**config.mk**
```make
export PLATFORM = sky130hd
export DESIGN_NAME = multi_cycle_add_sub
export DESIGN_NICKNAME = d
export VERILOG_FILES = /design/src/rtl/multi_cycle_add_sub_pkg.sv /design/src/rtl/multi_cycle_add_sub_chunk_adder.sv /design/src/rtl/multi_cycle_add_sub.sv
export SDC_FILE = /design/constraint.sdc
export NUM_CORES = 1
export LEC_CHECK = 0
export BUFFER_PORTS_ARGS = -buffer_cell sky130_fd_sc_hd__buf_2
export CAP_MARGIN = 40
export CORE_UTILIZATION = 55
export CTS_BUF_LIST = sky130_fd_sc_hd__clkbuf_8
export DETAILED_ROUTE_END_ITERATION = 7
export GPL_ROUTABILITY_DRIVEN = 1
export GPL_TIMING_DRIVEN = 0
export PLACE_DENSITY = 0.92
export SKIP_LAST_GASP = 1
export SYNTH_ARGS = -nofsm -noshare
export SYNTH_HDL_FRONTEND = slang
export SYNTH_SLANG_ARGS = --single-unit
```
**constraint.sdc**
```tcl
create_clock -name clk -period 1.9 [get_ports clk]
set_input_delay 0.57 -clock clk [delete_from_list [all_inputs] [get_ports clk]]
set_output_delay 0.57 -clock clk [all_outputs]
set_load 0.02 [all_outputs]
```
**src/rtl/multi_cycle_add_sub_pkg.sv**
```systemverilog
// Shared definitions for the chunked adder/subtractor: FSM encoding and
// elaboration-time parameter checks.
package add_sub_pkg;

  localparam int unsigned STATE_W = 2;

  localparam logic [STATE_W-1:0] ST_IDLE = 2'd0;
  localparam logic [STATE_W-1:0] ST_RUN  = 2'd1;
  localparam logic [STATE_W-1:0] ST_DONE = 2'd2;

  // Chunk counter width, never narrower than one bit
  function automatic int unsigned cnt_width(input int unsigned n);
    return (n > 1) ? $clog2(n) : 1;
  endfunction

endpackage

`ifndef ADD_SUB_CHECK_DIV
`define ADD_SUB_CHECK_DIV(w, c) \
  if (((c) == 0) || (((w) % (c)) != 0) || ((c) > (w))) begin : g_bad_chunk \
    $error("multi_cycle_add_sub: WIDTH must be a non-zero multiple of CHUNK"); \
  end
`endif

```
**src/rtl/multi_cycle_add_sub_chunk_adder.sv**
```systemverilog
// Combinational W-bit ripple-carry slice; c_msb is the carry into the top bit
// so the caller can derive signed overflow on the final chunk.
module chunk_adder #(
  parameter int unsigned W = 2
) (
  input  logic [W-1:0] x,
  input  logic [W-1:0] y,
  input  logic         ci,
  output logic [W-1:0] s,
  output logic         co,
  output logic         c_msb
);

  logic c;

  always_comb begin
    s     = '0;
    c     = ci;
    c_msb = ci;
    for (int i = 0; i < int'(W); i++) begin
      if (i == int'(W) - 1) c_msb = c;
      s[i] = x[i] ^ y[i] ^ c;
      c    = (x[i] & y[i]) | (c & (x[i] ^ y[i]));
    end
    co = c;
  end

endmodule

```
**src/rtl/multi_cycle_add_sub.sv**
```systemverilog
// Multi-cycle adder/subtractor: one CHUNK-bit ripple slice is reused over
// WIDTH/CHUNK cycles, LSB chunk first, with valid/ready on both sides.
module multi_cycle_add_sub
  import add_sub_pkg::*;
#(
  parameter int unsigned WIDTH = 8,
  parameter int unsigned CHUNK = 2
) (
  input  logic             clk,
  input  logic             reset,
  input  logic             in_valid,
  output logic             in_ready,
  input  logic [WIDTH-1:0] a,
  input  logic [WIDTH-1:0] b,
  input  logic             cin,
  input  logic             subtract,
  output logic             out_valid,
  input  logic             out_ready,
  output logic [WIDTH-1:0] sum,
  output logic             cout,
  output logic             overflow,
  output logic             zero
);

  localparam int unsigned NCHUNK = WIDTH / CHUNK;
  localparam int unsigned CNT_W  = cnt_width(NCHUNK);
  localparam logic [CNT_W-1:0] LAST_CHUNK = CNT_W'(NCHUNK - 1);

  `ADD_SUB_CHECK_DIV(WIDTH, CHUNK)

  logic [STATE_W-1:0] state_q, state_d;
  logic [CNT_W-1:0]   cnt_q, cnt_d;
  logic [WIDTH-1:0]   a_q, a_d;
  logic [WIDTH-1:0]   b_q, b_d;
  logic [WIDTH-1:0]   sum_q, sum_d;
  logic               carry_q, carry_d;
  logic               cout_q, cout_d;
  logic               ovf_q, ovf_d;
  logic               zero_q, zero_d;
  logic               in_ready_q, in_ready_d;
  logic               out_valid_q, out_valid_d;

  logic [CHUNK-1:0]   slice_s;
  logic               slice_co;
  logic               slice_cmsb;

  // Operands shift right each RUN cycle, so the slice always sees the low chunk
  chunk_adder #(.W(CHUNK)) u_slice (
    .x     (a_q[CHUNK-1:0]),
    .y     (b_q[CHUNK-1:0]),
    .ci    (carry_q),
    .s     (slice_s),
    .co    (slice_co),
    .c_msb (slice_cmsb)
  );

  always_comb begin
    state_d  = state_q;
    cnt_d    = cnt_q;
    a_d      = a_q;
    b_d      = b_q;
    sum_d    = sum_q;
    carry_d  = carry_q;
    cout_d   = cout_q;
    ovf_d    = ovf_q;
    zero_d   = zero_q;
    case (state_q)
      ST_IDLE: begin
        if (in_valid) begin
          a_d     = a;
          b_d     = subtract ? ~b : b;
          carry_d = subtract ? ~cin : cin;
          cnt_d   = '0;
          state_d = ST_RUN;
        end
      end
      ST_RUN: begin
        a_d     = a_q >> CHUNK;
        b_d     = b_q >> CHUNK;
        // Result chunks enter at the top; after NCHUNK shifts chunk k sits at k*CHUNK
        sum_d   = (sum_q >> CHUNK) | (WIDTH'(slice_s) << (WIDTH - CHUNK));
        carry_d = slice_co;
        cnt_d   = cnt_q + CNT_W'(1);
        if (cnt_q == LAST_CHUNK) begin
          cout_d  = slice_co;
          ovf_d   = slice_cmsb ^ slice_co;
          zero_d  = (sum_d == '0);
          cnt_d   = '0;
          state_d = ST_DONE;
        end
      end
      ST_DONE: begin
        if (out_ready) state_d = ST_IDLE;
      end
      default: state_d = ST_IDLE;
    endcase
    in_ready_d  = (state_d == ST_IDLE);
    out_valid_d = (state_d == ST_DONE);
  end

  always_ff @(posedge clk) begin
    if (reset) begin
      state_q     <= ST_IDLE;
      cnt_q       <= '0;
      a_q         <= '0;
      b_q         <= '0;
      sum_q       <= '0;
      carry_q     <= 1'b0;
      cout_q      <= 1'b0;
      ovf_q       <= 1'b0;
      zero_q      <= 1'b0;
      in_ready_q  <= 1'b1;
      out_valid_q <= 1'b0;
    end else begin
      state_q     <= state_d;
      cnt_q       <= cnt_d;
      a_q         <= a_d;
      b_q         <= b_d;
      sum_q       <= sum_d;
      carry_q     <= carry_d;
      cout_q      <= cout_d;
      ovf_q       <= ovf_d;
      zero_q      <= zero_d;
      in_ready_q  <= in_ready_d;
      out_valid_q <= out_valid_d;
    end
  end

  assign in_ready  = in_ready_q;
  assign out_valid = out_valid_q;
  assign sum       = sum_q;
  assign cout      = cout_q;
  assign overflow  = ovf_q;
  assign zero      = zero_q;

endmodule

```
==> results.cfg <==
[layout]
seqCellArea_um2 = 681
fin_cells = 228
num_antenna_cells = 0
area_delta_synth_final_pct = 19.5
n_fill_cell = 194
final_nets = 222
drive_gt1_share_pct = 25.8
fin_util_pct = 70.2
multi_input_area_um2 = 716

[logic_synthesis]
yosysUniqueCellTypes = 35
synth.largest_area_cell = dfxtp_1
synthCells = 158
synth_fp_nets = 183
ys_seq_area_share_pct = 45.9
synth_edf_count = 0
synth_top_area_share_pct = 45.9
async_flop_share_pct = 0
yosys-top-cells-area = dfxtp_1 46%, a21oi_1 4.7%, nand2_1 4.6%
synth-seq-cells = 34
synth-main-ff-cell = dfxtp_1
yosysMostFrequentCell = dfxtp_1
synth.yosys.warnings = 0
netlist_top_cells_count = 34 x dfxtp_1, 18 x nand2_1, 14 x a21oi_1
synth_area_mm2 = 0.00148
syn_avg_cell_area_um2 = 9.38

[critical_path]
crit_path_cell_trace = inv_1 > fa_1 > fa_1 > xor2_1 > nand3_1 > a21oi_1
worst-path-max-fanout = 3
crit_type = reg -> reg
path_buf_inv = 1
worst_ep_required_time_ns = 2.12
cp_slowest_cell = fa_1
critPathMaxStageDelay_ns = 0.47
crit_family = adder cells
endpoint_kind = register
start_kind = register
cp.arrival_ns = 2.02
worst_path_most_repeated_cell = fa_1

[timing]
finalCriticalPeriod_ns = 1.80
hold_viol = 0
worst_pin_slew_ns = 0.509
setup_tns_ns = 0
finalCritPeriodShare_pct = 94.9
timing.final.ws_setup_ns = 0.0964
fmax_mhz = 554
setup_viol = 0
relSlewSlack_pct = 66.1
rsz0062_at_grt = false
finalMaxSlewViolations = 0
skew_ns = 0.00285

[floorplanning]
die_area_mm2 = 0.00291
io_pins = 35
core-area_mm2 = 0.00252
rows = 18
start_util_pct = 58.8
die_x_um = 53.9
die_height_um = 53.9

[clock_tree]
clock-sinks = 34
post_cts_buffers = 0
clk_path_buf_depth = 2
tritoncts = yes
clk_pin_slew_worst_paths_ns = 0.06
hold_buffers = 0
cts_max_level = 2
worstSkewPairLatency_ns = 0.28
cts-root-buf = clkbuf_8
cts_resized = 0
numCtsBuffers = 5

[power_and_ir_drop]
power_leakage_nw = 0.719
power_density_mw_per_mm2 = 883
vdd_drop_max_v = 0.000784

[placed_design]
dp_slack_ns = 0.126
routabilityCongestion = 0.811
place_inst = 220
port_buffers = 32
hpwl_mm = 2.29

[detailed_routing]
post-route-drc-count = 0
drtIter0Drc = 23
wl_per_cell_um = 13.8
drtPass1Iterations = 4
ant_nets = 0
num_vias = 1324
drt_wl_total_mm = 3.14
viasPerCell = 5.81

[global_route]
grt_max_degree = 11
grt_pass1_vias = 1185
grt_first_pass_wirelength_mm = 4.86
antenna_found_initial = 0
overflow = 0
grt_use_total_pct = 24.8

[hold_path]
hp-class = reg -> reg

[flow_run]
cap_violations = 0

[status]
status = finished clean
[sequential cells by signal, indices dropped and copies added, names as in the netlist]
register / count
cnt_q: 2
sum: 8
in_ready: 1
a_q: 8
carry_q: 1
zero: 1
out_valid: 1
state_q: 2
overflow: 1
cout: 1
b_q: 8
[layer usage]
metal  track usage, %  part of all wire, %  vias to the layer above
li1                 -                    -                      639
met1             25.7                   41                      631
met2             42.4                   51                       45
met3             9.89                  6.4                        9
met4             13.6                  2.2                        0
met5                0                    0                        -
[per-stage QoR]
| stage | hold slack [ns] | total power (W) | instance area [µm²] |
|---|---|---|---|
| final | 0.456 | 0.00156 | 1770 |
| after global routing | 0.482 | 0.00164 | 1770 |
| after CTS | 0.460 | 0.00157 | 1770 |
| after detailed placement | 0.451 | 0.00105 | 1680 |
| after global placement | 0.441 | 0.00103 | 1680 |
| after floorplan | 0.444 | 0.000974 | 1480 |
[cell usage in the layout, fill, tap and decap left out, types with 6 or more instances in the layout]
master    synthesis  layout
buf_2             3      35
dfxtp_1          34      34
nand2_1          18      18
a21oi_1          14      14
nor2_1           11      11
a22oi_1           8       8
a211oi_1          8       8
xnor2_1           7       7
o22ai_1           7       7
inv_1             5       6
mux2i_1           6       6
clkbuf_8          0       6
[layout make-up]
class | instances | area share (%)
Clock inverter | 2 | 0.494
Clock buffer | 6 | 4.66
Tap cell | 30 | 2.12
Inverter | 5 | 1.06
Sequential cell | 34 | 38.4
Multi-Input combinational cell | 108 | 40.4
Buffer | 11 | 3.81
Timing Repair Buffer | 32 | 9.04
[power breakdown]
group,internal (W),switching (W)
combinational,0.000112,0.000135
sequential,0.000757,0.0000290
clock,0.000286,0.000245
total,0.00116,0.000409
[final timing paths]
path / depth (start not counted) / from / endpoint / slack [ns]
max: 6 / a_q[0] / overflow / 0.1
min: 2 / sum[1] / sum[1] / 0.46
max reg2reg: 6 / a_q[0] / overflow / 0.1
min reg2reg: 2 / sum[1] / sum[1] / 0.46
[cells by family after synthesis]
group,synth area share (%)
xor+xnor,5.91
fa+ha+maj,3.54
mux,4.05
simple gates,15.0
flops,45.9
buf+inv,5.82
compound gates,19.7
[worst register-to-register path, stage by stage, from the launching register on]
cell and delay (ns):
dfxtp_1 0.33, inv_1 0.07, fa_1 0.47, fa_1 0.45
xor2_1 0.18, nand3_1 0.09, a21oi_1 0.14
(Power assumes the default switching activity.)
